`src/rtl/pllMap_pkg.sv`:
```
// Shared types and widths for the PLL status read path back to the register map.
package pllMap_pkg;

   localparam int unsigned PllLockCntW = 16;
   localparam int unsigned PllLossCntW = 8;
   localparam int unsigned PllDebCntW  = 4;

   typedef enum logic [1:0] {
      OFF     = 2'd0,
      ACQUIRE = 2'd1,
      LOCKED  = 2'd2,
      LOST    = 2'd3
   } pll_state_e;

   typedef struct packed {
      logic [1:0]             state;
      logic                   locked;
      logic                   lock_lost;
      logic                   lock_timeout;
      logic [PllLockCntW-1:0] lock_cycles;
      logic [PllLossCntW-1:0] loss_count;
   } pll2pllmap;

   // Increment that sticks at all-ones.
   function automatic logic [PllLossCntW-1:0] sat_inc_loss(input logic [PllLossCntW-1:0] v);
      return (v == '1) ? v : PllLossCntW'(v + 1'b1);
   endfunction

endpackage

```
`src/rtl/pll_lock_sync.sv`:
```
// Two-flop synchroniser for the raw PLL lock plus the acquisition debounce counter.
module pll_lock_sync
   import pllMap_pkg::*;
#(
   parameter int unsigned DebounceCycles = 4
) (
   input  logic clk_i,
   input  logic rst_i,
   input  logic pll_lock_i,
   input  logic acquire_i,
   output logic lock_s,
   output logic deb_done
);

   logic                  sync1_q, sync1_d;
   logic                  lock_s_q, lock_s_d;
   logic [PllDebCntW-1:0] deb_cnt_q, deb_cnt_d;

   always_comb begin
      sync1_d   = pll_lock_i;
      lock_s_d  = sync1_q;
      deb_cnt_d = '0;
      if (acquire_i && lock_s_q) begin
         deb_cnt_d = (deb_cnt_q == '1) ? deb_cnt_q : PllDebCntW'(deb_cnt_q + 1'b1);
      end
   end

   always_ff @(posedge clk_i) begin
      if (rst_i) begin
         sync1_q   <= 1'b0;
         lock_s_q  <= 1'b0;
         deb_cnt_q <= '0;
      end else begin
         sync1_q   <= sync1_d;
         lock_s_q  <= lock_s_d;
         deb_cnt_q <= deb_cnt_d;
      end
   end

   assign lock_s   = lock_s_q;
   // This edge is the last of the required run of synchronised-high cycles.
   assign deb_done = lock_s_q && (deb_cnt_q == PllDebCntW'(DebounceCycles - 1));

endmodule

```
`src/rtl/pll_status_monitor.sv`:
```
// PLL lock supervision FSM, sticky flags, counters and snapshot read port.
module pll_status_monitor
   import pllMap_pkg::*;
#(
   parameter int unsigned LockTimeout    = 50000,
   parameter int unsigned DebounceCycles = 4
) (
   input  logic      clk_i,
   input  logic      rst_i,
   input  logic      pllen_i,
   input  logic      pll_lock_i,
   input  logic      rd_req_i,
   input  logic      clr_i,
   output logic      rd_valid_o,
   output pll2pllmap status_o
);

   pll_state_e             state_q, state_d;
   logic [PllLockCntW-1:0] acq_cnt_q, acq_cnt_d;
   logic [PllLockCntW-1:0] lock_cycles_q, lock_cycles_d;
   logic                   lock_lost_q, lock_lost_d;
   logic                   lock_timeout_q, lock_timeout_d;
   logic [PllLossCntW-1:0] loss_count_q, loss_count_d;
   logic                   rd_valid_q, rd_valid_d;
   pll2pllmap              status_q, status_d;
   logic                   lock_s;
   logic                   deb_done;
   logic                   loss_evt;

   pll_lock_sync #(
      .DebounceCycles(DebounceCycles)
   ) u_lock_sync (
      .clk_i     (clk_i),
      .rst_i     (rst_i),
      .pll_lock_i(pll_lock_i),
      .acquire_i (state_q == ACQUIRE),
      .lock_s    (lock_s),
      .deb_done  (deb_done)
   );

   always_comb begin
      state_d        = state_q;
      acq_cnt_d      = acq_cnt_q;
      lock_cycles_d  = lock_cycles_q;
      lock_lost_d    = lock_lost_q;
      lock_timeout_d = lock_timeout_q;
      loss_count_d   = loss_count_q;
      rd_valid_d     = rd_req_i;
      status_d       = status_q;
      loss_evt       = 1'b0;

      if (!pllen_i) begin
         state_d = OFF;
      end else begin
         unique case (state_q)
            OFF:     state_d = ACQUIRE;
            ACQUIRE: if (deb_done) begin
               state_d       = LOCKED;
               lock_cycles_d = acq_cnt_q;
            end
            LOCKED:  if (!lock_s) begin
               state_d  = LOST;
               loss_evt = 1'b1;
            end
            LOST:    state_d = ACQUIRE;
            default: state_d = OFF;
         endcase
      end

      if (state_q == ACQUIRE && acq_cnt_q != '1) begin
         acq_cnt_d = PllLockCntW'(acq_cnt_q + 1'b1);
      end
      if (state_d == ACQUIRE && state_q != ACQUIRE) begin
         acq_cnt_d = '0;
      end

      // Clear first so a coincident set event wins.
      if (clr_i) begin
         lock_lost_d    = 1'b0;
         lock_timeout_d = 1'b0;
         loss_count_d   = '0;
      end
      if (loss_evt) begin
         lock_lost_d  = 1'b1;
         loss_count_d = sat_inc_loss(loss_count_d);
      end
      if (state_q == ACQUIRE && acq_cnt_q == PllLockCntW'(LockTimeout - 1)) begin
         lock_timeout_d = 1'b1;
      end

      if (rd_req_i) begin
         status_d.state        = state_d;
         status_d.locked       = (state_d == LOCKED);
         status_d.lock_lost    = lock_lost_d;
         status_d.lock_timeout = lock_timeout_d;
         status_d.lock_cycles  = lock_cycles_d;
         status_d.loss_count   = loss_count_d;
      end
   end

   always_ff @(posedge clk_i) begin
      if (rst_i) begin
         state_q        <= OFF;
         acq_cnt_q      <= '0;
         lock_cycles_q  <= '0;
         lock_lost_q    <= 1'b0;
         lock_timeout_q <= 1'b0;
         loss_count_q   <= '0;
         rd_valid_q     <= 1'b0;
         status_q       <= '0;
      end else begin
         state_q        <= state_d;
         acq_cnt_q      <= acq_cnt_d;
         lock_cycles_q  <= lock_cycles_d;
         lock_lost_q    <= lock_lost_d;
         lock_timeout_q <= lock_timeout_d;
         loss_count_q   <= loss_count_d;
         rd_valid_q     <= rd_valid_d;
         status_q       <= status_d;
      end
   end

   assign rd_valid_o = rd_valid_q;
   assign status_o   = status_q;

endmodule

```
`config.mk`:
```
export PLATFORM = sky130hd
export DESIGN_NAME = pll_status_monitor
export DESIGN_NICKNAME = d
export VERILOG_FILES = /design/src/rtl/pllMap_pkg.sv /design/src/rtl/pll_lock_sync.sv /design/src/rtl/pll_status_monitor.sv
export SDC_FILE = /design/constraint.sdc
export NUM_CORES = 1
export LEC_CHECK = 0
export ABC_AREA = 1
export CAP_MARGIN = 15
export CELL_PAD_IN_SITES_DETAIL_PLACEMENT = 0
export CELL_PAD_IN_SITES_GLOBAL_PLACEMENT = 1
export CORE_MARGIN = 4
export CORE_UTILIZATION = 44
export CTS_CLUSTER_DIAMETER = 60
export CTS_CLUSTER_SIZE = 12
export DETAILED_ROUTE_END_ITERATION = 12
export PLACE_DENSITY = 0.87
export SYNTH_ARGS = -nofsm -noshare
export SYNTH_HDL_FRONTEND = slang
export SYNTH_SLANG_ARGS = --single-unit
```
`constraint.sdc`:
```
create_clock -name clk_i -period 2.48 [get_ports clk_i]
set_clock_uncertainty 0.1 [all_clocks]
set_input_delay 0.372 -clock clk_i [delete_from_list [all_inputs] [get_ports clk_i]]
set_output_delay 0.372 -clock clk_i [all_outputs]
set_load 0.05 [all_outputs]
```
==> results of run 1 <==
final timing paths:
| kind | start | to | slack, ps |
|---|---|---|---|
| worst max-delay path | status_o[0] | status_o[0] | 480 |
| worst min-delay path | u_lock_sync.lock_s_d | u_lock_sync.lock_s | 310 |
| worst max register to register | state_q[1] | acq_cnt_q[7] | 620 |
| worst min register to register | u_lock_sync.lock_s_d | u_lock_sync.lock_s | 310 |
logic make-up after synthesis:
kind of cell               after synthesis
xor gates and xnor gates                 7
adders and majority gates                6
DFF                                     80
buffers and inverters                   90
AOI/OAI and AO/OA                       77
and+or+nand+nor                        282
power by group:
part           total, mW  internal [mW]  switching (mW)
clock              0.871          0.388           0.483
sequential          1.33           1.31          0.0163
combinational      0.276         0.0852           0.191
total               2.48           1.79           0.690
flip-flops by register name, indices dropped and copies added (netlist names):
| name | flops |
|---|---|
| state_q | 2 |
| lock_cycles_q | 16 |
| loss_count_q | 8 |
| u_lock_sync.lock_s_d | 1 |
| status_o | 29 |
| u_lock_sync.deb_cnt_q | 4 |
| lock_timeout_q | 1 |
| u_lock_sync.lock_s | 1 |
| rd_valid_o | 1 |
| acq_cnt_q | 16 |
| lock_lost_q | 1 |
per-stage QoR:
stage	hold slack [ps]	setup slack, ps
3_5_place_dp	299	186
2_1_floorplan	288	848
6_report	309	475
5_1_grt	328	367
3_3_place_gp	301	279
4_1_cts	312	445
placed cells by master, fill, tap and decap left out, drive strengths merged, types with 3 or more instances in the layout:
cell type      instances
nand2                129
nor2                  89
dfxtp                 80
inv                   69
o21ai                 41
clkdlybuf4s50         35
a21oi                 33
nand3                 30
and2                  17
nand4                 11
clkbuf                11
ha                     6
buf                    6
xor2                   4
xnor2                  3
nor3                   3
clkinvlp               3
cell type report:
class                           instances  area share
Inverter                               69      0.0612
Clock buffer                           11      0.0328
Timing Repair Buffer                   41      0.0916
Clock inverter                          5     0.00754
Tap cell                              105      0.0304
Multi-Input combinational cell        372       0.405
Sequential cell                        80       0.371
metal layers:
metal  vias to the layer above  share of wire
li1                       1752              -
met1                      1490           0.51
met2                        46           0.44
met3                         7          0.037
met4                         0         0.0099
met5                         -              0
==> qor.csv, run 1 <==
stage,metric,value,unit
clocking,cts_tree,yes,
pwr,power,2.48,mW
yosys,yosysMostFrequentCell,nand2_1,
worst_setup_path,reg2reg_depth,6,
layout,nFillCells,840,
floorplan,start_util,0.452,
global_route,grt_util_met1,0.220,
global_route,grt_overflow_total,0,
yosys,synth_area,0.00371,mm²
yosys,syn_area_per_cell,6.85,µm²
worst_setup_path,crit_family,buffers and inverters,
yosys,synth_edf_count,0,
pwr,powerDensity,574,mW/mm²
route,routed_wl,8000,µm
clocking,cts_resized,0,
yosys,synth_nets,554,
place,place_congestion,0.821,
clocking,post_cts_buffers,0,
clocking,cts_buffers,9,
yosys,synth_xor_area_frac,0.0165,
worst_setup_path,arrival,1530,ps
global_route,use_met2,0.265,
floorplan,io-pin-count,36,
route,wire_per_inst,11.7,µm
yosys,synth_ff_type,dfxtp_1,
route,drc,0,
floorplan,dieHeight,99.9,µm
sta,finalCriticalPeriod,2000,ps
clocking,clockBufferDepth,2,
yosys,synth-simple-area-share,0.325,
yosys,synth_top_family_by_area,simple AND/OR/NAND/NOR gates,
yosys,async_flop_share,0,
global_route,grt_max_degree,33,
clocking,cts_num_sinks,80,
yosys,synth.largest_area_cell,dfxtp_1,
global_route,grt_pass1_vias,3050,
yosys,synth_area_leaders,"dfxtp_1 43%, nand2_1 13%, nor2_1 8.6%",
layout,area_delta_synth_final,16.2,%
worst_setup_path,crit_path_max_fanout,2,
yosys,synth_compound_area_frac,0.109,
worst_setup_path,path_buf_inv,1,
yosys,synth.mux.area_fraction,0,
yosys,yosys_warnings,0,
yosys,synthCells,542,
layout,nNetsFinal,585,
pwr,p_leak,1.79,nW
layout,drive_above_1_share,0.0571,
worst_setup_path,timing_worst_setup_path_type,flip-flop to output pin,
job,drv_cap,0,
sta,fin_setup_tns,0,ps
run_status,status,"complete, no violations",
global_route,gr-usage-met3,0.0424,
global_route,track_usage,0.167,
worst_setup_path,critPathSlowestCell,clkdlybuf4s50_1,
layout,seqCellArea,0.00160,mm²
route,dr.pass1.iters,4,
layout,multi_input_area,0.00175,mm²
sta,hold_viol,0,
place,portBuffers,35,
worst_setup_path,start_kind,flip-flop,
global_route,grt_first_pass_wirelength,13700,µm
route,vias_per_cell,4.82,
clocking,clk_latency,350,ps
sta,maxSlewHeadroom,0.587,
yosys,synth_fa_ha_area_frac,0.0202,
global_route,antenna_found_initial,0,
clocking,clockRootBuffer,clkbuf_8,
yosys,synth_commonest_cells,"127 x nand2_1, 85 x nor2_1, 80 x dfxtp_1",
yosys,synth_top_area_frac,0.431,
worst_setup_path,required,2010,ps
layout,final_area,0.00432,mm²
worst_setup_path,slowest_delay,820,ps
sta,rsz0062_at_grt,no,
floorplan,die_x,99.9,µm
layout,fin_util,0.525,
sta,fmax,0.499,GHz
clocking,htreeDepth,3,
sta,maxSlewViolCount,0,
worst_setup_path,critical_path_cell_count,1,
floorplan,die-area,0.00998,mm²
route,num_vias,3295,
sta,finalSetupViolations,0,
sta,fin_crit_sh,0.808,
clocking,hold_buffers,0,
place,place_area,0.00414,mm²
route,drt-initial-drc-count,105,
hold_path,hold_path_depth,2,
layout,antenna_cells,0,
floorplan,core_region_area,0.00822,mm²
pwr,ir_drop,0.258,mV
sta,worst_pin_slew,619,ps
clocking,cts.clk_slew.worst_paths,80,ps
yosys,synth_seq_cells,80,
floorplan,rows,33,
yosys,yosysSeqAreaShare,0.431,
hold_path,holdCritPathClass,flip-flop to flip-flop,
route,ant_nets,0,
yosys,synth_cell_type_count,26,
worst_setup_path,path_cells,clkdlybuf4s50_1,
global_route,grt.busiest_layer,met2,
layout,layout.cells.non_filler,683,
place,dpl.cell_count,667,
worst_setup_path,cp-end-kind,output pin,
place,dp_hpwl,5720,µm
Power figures use the tool's default switching activity.
==> inputs of run 2 (changes only) <==
--- a/config.mk
+++ b/config.mk
@@ -10,11 +10,11 @@
 export CELL_PAD_IN_SITES_DETAIL_PLACEMENT = 0
 export CELL_PAD_IN_SITES_GLOBAL_PLACEMENT = 1
 export CORE_MARGIN = 4
-export CORE_UTILIZATION = 44
+export CORE_UTILIZATION = 41
 export CTS_CLUSTER_DIAMETER = 60
 export CTS_CLUSTER_SIZE = 12
 export DETAILED_ROUTE_END_ITERATION = 12
-export PLACE_DENSITY = 0.87
+export PLACE_DENSITY = 0.83
 export SYNTH_ARGS = -nofsm -noshare
 export SYNTH_HDL_FRONTEND = slang
 export SYNTH_SLANG_ARGS = --single-unit
==> constraint.sdc (replaced) <==
create_clock -name clk_i -period 2 [get_ports clk_i]
set_clock_uncertainty 0.1 [all_clocks]
set_input_delay 0.3 -clock clk_i [delete_from_list [all_inputs] [get_ports clk_i]]
set_output_delay 0.3 -clock clk_i [all_outputs]
set_load 0.05 [all_outputs]
==> qor.csv, run 2 (same netlist as run 1, synthesis figures left out) <==
stage,metric,value,unit,change
pwr,powerDensity,676,mW/mm²,+18%
global_route,antenna_found_initial,0,,unchanged
clocking,clockBufferDepth,2,,unchanged
hold_path,holdCritPathClass,flip-flop to flip-flop,,
clocking,htreeDepth,3,,unchanged
worst_setup_path,start_kind,flip-flop,,
layout,nFillCells,892,,+6.2%
route,drc,0,,unchanged
pwr,ir_drop,0.264,mV,+2.3%
floorplan,dieHeight,103,µm,+3.3%
global_route,grt_pass1_vias,3172,,+4.0%
layout,layout_commonest_cell,nand2_1,,
place,portBuffers,35,,unchanged
sta,fin_crit_sh,0.959,,
pwr,p_leak,1.85,nW,+3.3%
route,wire_per_inst,11.9,µm,+1.5%
global_route,grt_max_degree,38,,+15%
sta,finalCriticalPeriod,1920,ps,
global_route,use_met2,0.281,,+0.0154
worst_setup_path,path_cells,clkdlybuf4s50_1,,
worst_setup_path,timing_worst_setup_path_type,flip-flop to output pin,,
run_status,status,"complete, no violations",,
floorplan,io-pin-count,36,,unchanged
route,num_vias,3328,,+1.0%
worst_setup_path,arrival,1520,ps,about the same
clocking,cts_num_sinks,80,,unchanged
worst_setup_path,slowest_delay,810,ps,about the same
worst_setup_path,reg2reg_from,acq_cnt_q[1],,
clocking,clk_latency,340,ps,about the same
layout,area_delta_synth_final,18.4,%,
global_route,gr-usage-met3,0.0362,,-0.00617
hold_path,hold_start,u_lock_sync.lock_s_d,,
sta,rsz0062_at_grt,no,,
route,routed_wl,8240,µm,+3.0%
sta,finalSetupViolations,0,,unchanged
worst_setup_path,cp-end-kind,output pin,,
job,drv_cap,0,,unchanged
route,ant_nets,0,,unchanged
floorplan,rows,34,,+3.0%
worst_setup_path,critPathSlowestCell,clkdlybuf4s50_1,,
worst_setup_path,required,1600,ps,-410 ps
clocking,hold_buffers,0,,unchanged
worst_setup_path,path_buf_inv,1,,unchanged
floorplan,core_region_area,0.00876,mm²,+6.7%
clocking,cts_tree,yes,,
place,dp_hpwl,5960,µm,+4.3%
global_route,grt_overflow_total,0,,unchanged
clocking,clockRootBuffer,clkbuf_8,,
place,dpl.cell_count,680,,+1.9%
sta,maxSlewViolCount,0,,unchanged
sta,worst_pin_slew,526,ps,-92.1 ps
place,place_congestion,0.857,,+4.4%
sta,hold_viol,0,,unchanged
layout,drive_above_1_share,0.0667,,+0.00957
clocking,cts_buffers,9,,unchanged
floorplan,die_x,103,µm,+3.3%
layout,antenna_cells,0,,unchanged
global_route,grt.busiest_layer,met2,,
route,dr.pass1.iters,4,,unchanged
floorplan,die-area,0.0106,mm²,+6.7%
worst_setup_path,startpoint,status_o[0],,
route,vias_per_cell,4.80,,-0.46%
layout,layout.cells.non_filler,693,,+1.5%
pwr,power,2.97,mW,+20%
worst_setup_path,crit_family,buffers and inverters,,
global_route,track_usage,0.165,,-0.00162
layout,nNetsFinal,595,,+1.7%
floorplan,start_util,0.424,,-0.0282
layout,largest_reg_flops,29,,unchanged
clocking,cts.clk_slew.worst_paths,80,ps,about the same
route,drt-initial-drc-count,121,,+15%
global_route,grt_util_met1,0.210,,-0.0102
sta,fmax,0.521,GHz,
sta,maxSlewHeadroom,0.648,,+0.0608
layout,final_cell_mix,"127 x nand2_1, 85 x nor2_1, 80 x dfxtp_1",,
worst_setup_path,crit_path_max_fanout,2,,unchanged
clocking,post_cts_buffers,0,,unchanged
clocking,cts_resized,0,,unchanged
global_route,grt_first_pass_wirelength,14200,µm,+3.8%
## run 2: final cells by class
class | count | area, µm² | share of cell area
clock buffers | 11 | 131 | 0.0299
clock inverters | 2 | 10.0 | 0.00228
inverters | 69 | 264 | 0.0600
multi-input cells | 372 | 1750 | 0.398
flip-flops and latches | 80 | 1600 | 0.364
well taps | 108 | 135 | 0.0307
repair buffers | 51 | 508 | 0.115
## run 2: per-stage QoR
stage               hold WS, ps  setup WS (ps)  instance area, µm²  setup TNS, ps  utilization
finish                      316           81.7                4400              0        0.502
global route                331           13.2                4400              0        0.502
CTS                         325           58.1                4400              0        0.502
detailed placement          314           -152                4260          -1310        0.486
global placement            298          -81.0                4260           -328        0.486
floorplan                   288            368                3710              0            -
## run 2: worst min-delay path, delay by kind of cell, from the launching register on
kind	cells	cell delay, ps
buffers and inverters	1	40
and+or+nand+nor	1	30
DFF	1	300
## run 2: final timing paths
path | endpoint | slack, ps | depth (start not counted)
hold / removal | u_lock_sync.lock_s | 320 | 2
setup reg to reg | acq_cnt_q[3] | 180 | 10
setup / recovery | status_o[0] | 80 | 1
hold reg to reg | u_lock_sync.lock_s | 320 | 2
## run 2: power by group
part | internal (mW) | switching (mW) | leakage (nW)
Sequential | 1.63 | 0.0206 | 0.650
Clock | 0.427 | 0.536 | 0.0749
Combinational | 0.121 | 0.241 | 1.13
Total | 2.18 | 0.797 | 1.85
## run 2: per-layer routing
metal  vias to the layer above  wire (µm)
li1                       1774          -
met1                      1501       4020
met2                        45       3860
met3                         8        266
met4                         0         87
met5                         -          0
==> inputs of run 3 (changes only) <==
--- a/config.mk
+++ b/config.mk
@@ -15,6 +15,7 @@
 export CTS_CLUSTER_SIZE = 12
 export DETAILED_ROUTE_END_ITERATION = 12
 export PLACE_DENSITY = 0.83
+export REMOVE_ABC_BUFFERS = 1
 export SYNTH_ARGS = -nofsm -noshare
 export SYNTH_HDL_FRONTEND = slang
 export SYNTH_SLANG_ARGS = --single-unit
==> qor.csv, run 3 (same netlist as run 1, synthesis figures left out) <==
stage,metric,value,unit,change
worst_setup_path,crit_family,buffers and inverters,,
worst_setup_path,critical_path_cell_count,1,,unchanged
clocking,clk_latency,350,ps,about the same
worst_setup_path,reg2reg_depth,10,,unchanged
pwr,power,3.21,mW,+8.0%
worst_setup_path,critPathSlowestCell,clkdlybuf4s50_1,,
floorplan,die_x,103,µm,unchanged
layout,layout_commonest_cell,nand2_1,,
floorplan,core_region_area,0.00876,mm²,unchanged
layout,seqCellArea,0.00160,mm²,unchanged
floorplan,rows,34,,unchanged
worst_setup_path,timing_worst_setup_path_type,flip-flop to output pin,,
global_route,antenna_found_initial,0,,unchanged
floorplan,die-area,0.0106,mm²,unchanged
pwr,powerDensity,718,mW/mm²,+6.3%
pwr,p_leak,1.88,nW,+1.5%
sta,fin_ws,74.3,ps,-7.40 ps
clocking,htreeDepth,3,,unchanged
sta,maxSlewHeadroom,0.556,,-0.0923
route,routed_wl,8090,µm,-1.8%
global_route,grt_first_pass_wirelength,14300,µm,+0.15%
job,drv_cap,0,,unchanged
route,ant_nets,0,,unchanged
clocking,clockRootBuffer,clkbuf_8,,
hold_path,holdCritPathClass,flip-flop to flip-flop,,
layout,largest_reg_flops,29,,unchanged
global_route,grt_overflow_total,0,,unchanged
global_route,grt_pass1_vias,3180,,+0.25%
layout,final_cell_mix,"126 x nand2_1, 85 x nor2_1, 80 x dfxtp_1",,
sta,fin_crit_sh,0.963,,+0.00370
layout,multi_input_area,0.00175,mm²,+0.29%
worst_setup_path,path_cells,clkdlybuf4s50_1,,
clocking,cts_num_sinks,80,,unchanged
floorplan,start_util,0.424,,unchanged
worst_setup_path,start_kind,flip-flop,,
clocking,hold_buffers,0,,unchanged
layout,nNetsFinal,595,,unchanged
clocking,cts_buffers,9,,unchanged
sta,maxSlewViolCount,0,,unchanged
sta,finalSetupViolations,0,,unchanged
run_status,status,"complete, no violations",,
sta,worst_pin_slew,666,ps,+139 ps
clocking,cts.clk_slew.worst_paths,80,ps,about the same
layout,area_delta_synth_final,20.3,%,
sta,fin_setup_tns,0,ps,unchanged
worst_setup_path,slowest_delay,810,ps,about the same
route,vias_per_cell,4.77,,-0.59%
sta,fmax,0.519,GHz,-0.38%
sta,hold_viol,0,,unchanged
layout,fin_util,0.510,,+0.00799
layout,drive_above_1_share,0.0751,,+0.00842
global_route,grt_max_degree,41,,+7.9%
worst_setup_path,arrival,1530,ps,about the same
global_route,track_usage,0.167,,+0.00217
place,portBuffers,35,,unchanged
floorplan,dieHeight,103,µm,unchanged
worst_setup_path,required,1600,ps,about the same
worst_setup_path,path_buf_inv,1,,unchanged
pwr,ir_drop,0.352,mV,+33%
place,dpl_worst_slack,-175,ps,-22.9 ps
place,place_congestion,0.830,,-3.2%
clocking,cts_tree,yes,,
route,num_vias,3313,,-0.45%
layout,nFillCells,907,,+1.7%
route,drt-initial-drc-count,81,,-33%
route,wire_per_inst,11.7,µm,-1.9%
floorplan,io-pin-count,36,,unchanged
worst_setup_path,cp-end-kind,output pin,,
layout,antenna_cells,0,,unchanged
route,dr.pass1.iters,4,,unchanged
worst_setup_path,crit_path_max_fanout,2,,unchanged
clocking,clockBufferDepth,2,,unchanged
hold_path,hold_path_depth,2,,unchanged
sta,finalCriticalPeriod,1930,ps,+7.40 ps
sta,rsz0062_at_grt,no,,
place,dp_hpwl,5650,µm,-5.3%
route,drc,0,,unchanged
[run 3: cell count changes in the layout (fill, tap and decap cells not counted), sizes merged]
| cell | previous run | this run |
|---|---|---|
| bufinv | 0 | 1 |
| clkinv | 2 | 1 |
| clkinvlp | 0 | 1 |
[run 3: power breakdown]
part	internal (mW)	switching [mW]
Combinational	0.123	0.242
Clock	0.629	0.569
Sequential	1.63	0.0194
[run 3: final cells by class]
type	count	area share
tap	108	0.0302
clock inverter	3	0.00952
sequential	80	0.358
multi-input combinational	372	0.392
timing repair buffer	51	0.116
clock buffer	11	0.0339
inverter	69	0.0591
[run 3: per-stage QoR]
| stage | hold WS, ps | cells | cell area, µm² |
|---|---|---|---|
| 6_report | 306 | 694 | 4470 |
| 5_1_grt | 334 | 694 | 4470 |
| 4_1_cts | 310 | 694 | 4460 |
| 3_5_place_dp | 298 | 680 | 4270 |
| 3_3_place_gp | 293 | 680 | 4270 |
| 2_1_floorplan | 269 | 521 | 3610 |
[run 3: repair_timing]
item                       in CTS  in global routing
setup buffers                   0                  0
setup endpoints to repair       0                  6
resized for setup               0                  2
[run 3: worst register-to-register path, cell delays in order, from the launching register on]
cell and delay (ps):
dfxtp_1 400, ha_1 220, inv_1 90, nor2_4 170, nand2_2 110, nor2_4 140
nor2_4 50, buf_12 150, inv_6 120, nand2_1 80, a21oi_2 120
[run 3: per-layer routing]
| layer | up-vias | track usage | share of wire |
|---|---|---|---|
| met5 | - | 0 | 0 |
| met4 | 0 | 0.0568 | 0.013 |
| met3 | 9 | 0.0389 | 0.039 |
| met2 | 41 | 0.288 | 0.46 |
| met1 | 1491 | 0.206 | 0.49 |
| li1 | 1772 | - | - |
[run 3: path summary, 6_finish.rpt]
kind                                      startpoint                  to  slack [ps]
worst max-delay path                    status_o[19]        status_o[19]          70
worst min-delay path            u_lock_sync.lock_s_d  u_lock_sync.lock_s         310
worst max register to register          acq_cnt_q[1]        acq_cnt_q[7]         190
worst min register to register  u_lock_sync.lock_s_d  u_lock_sync.lock_s         310
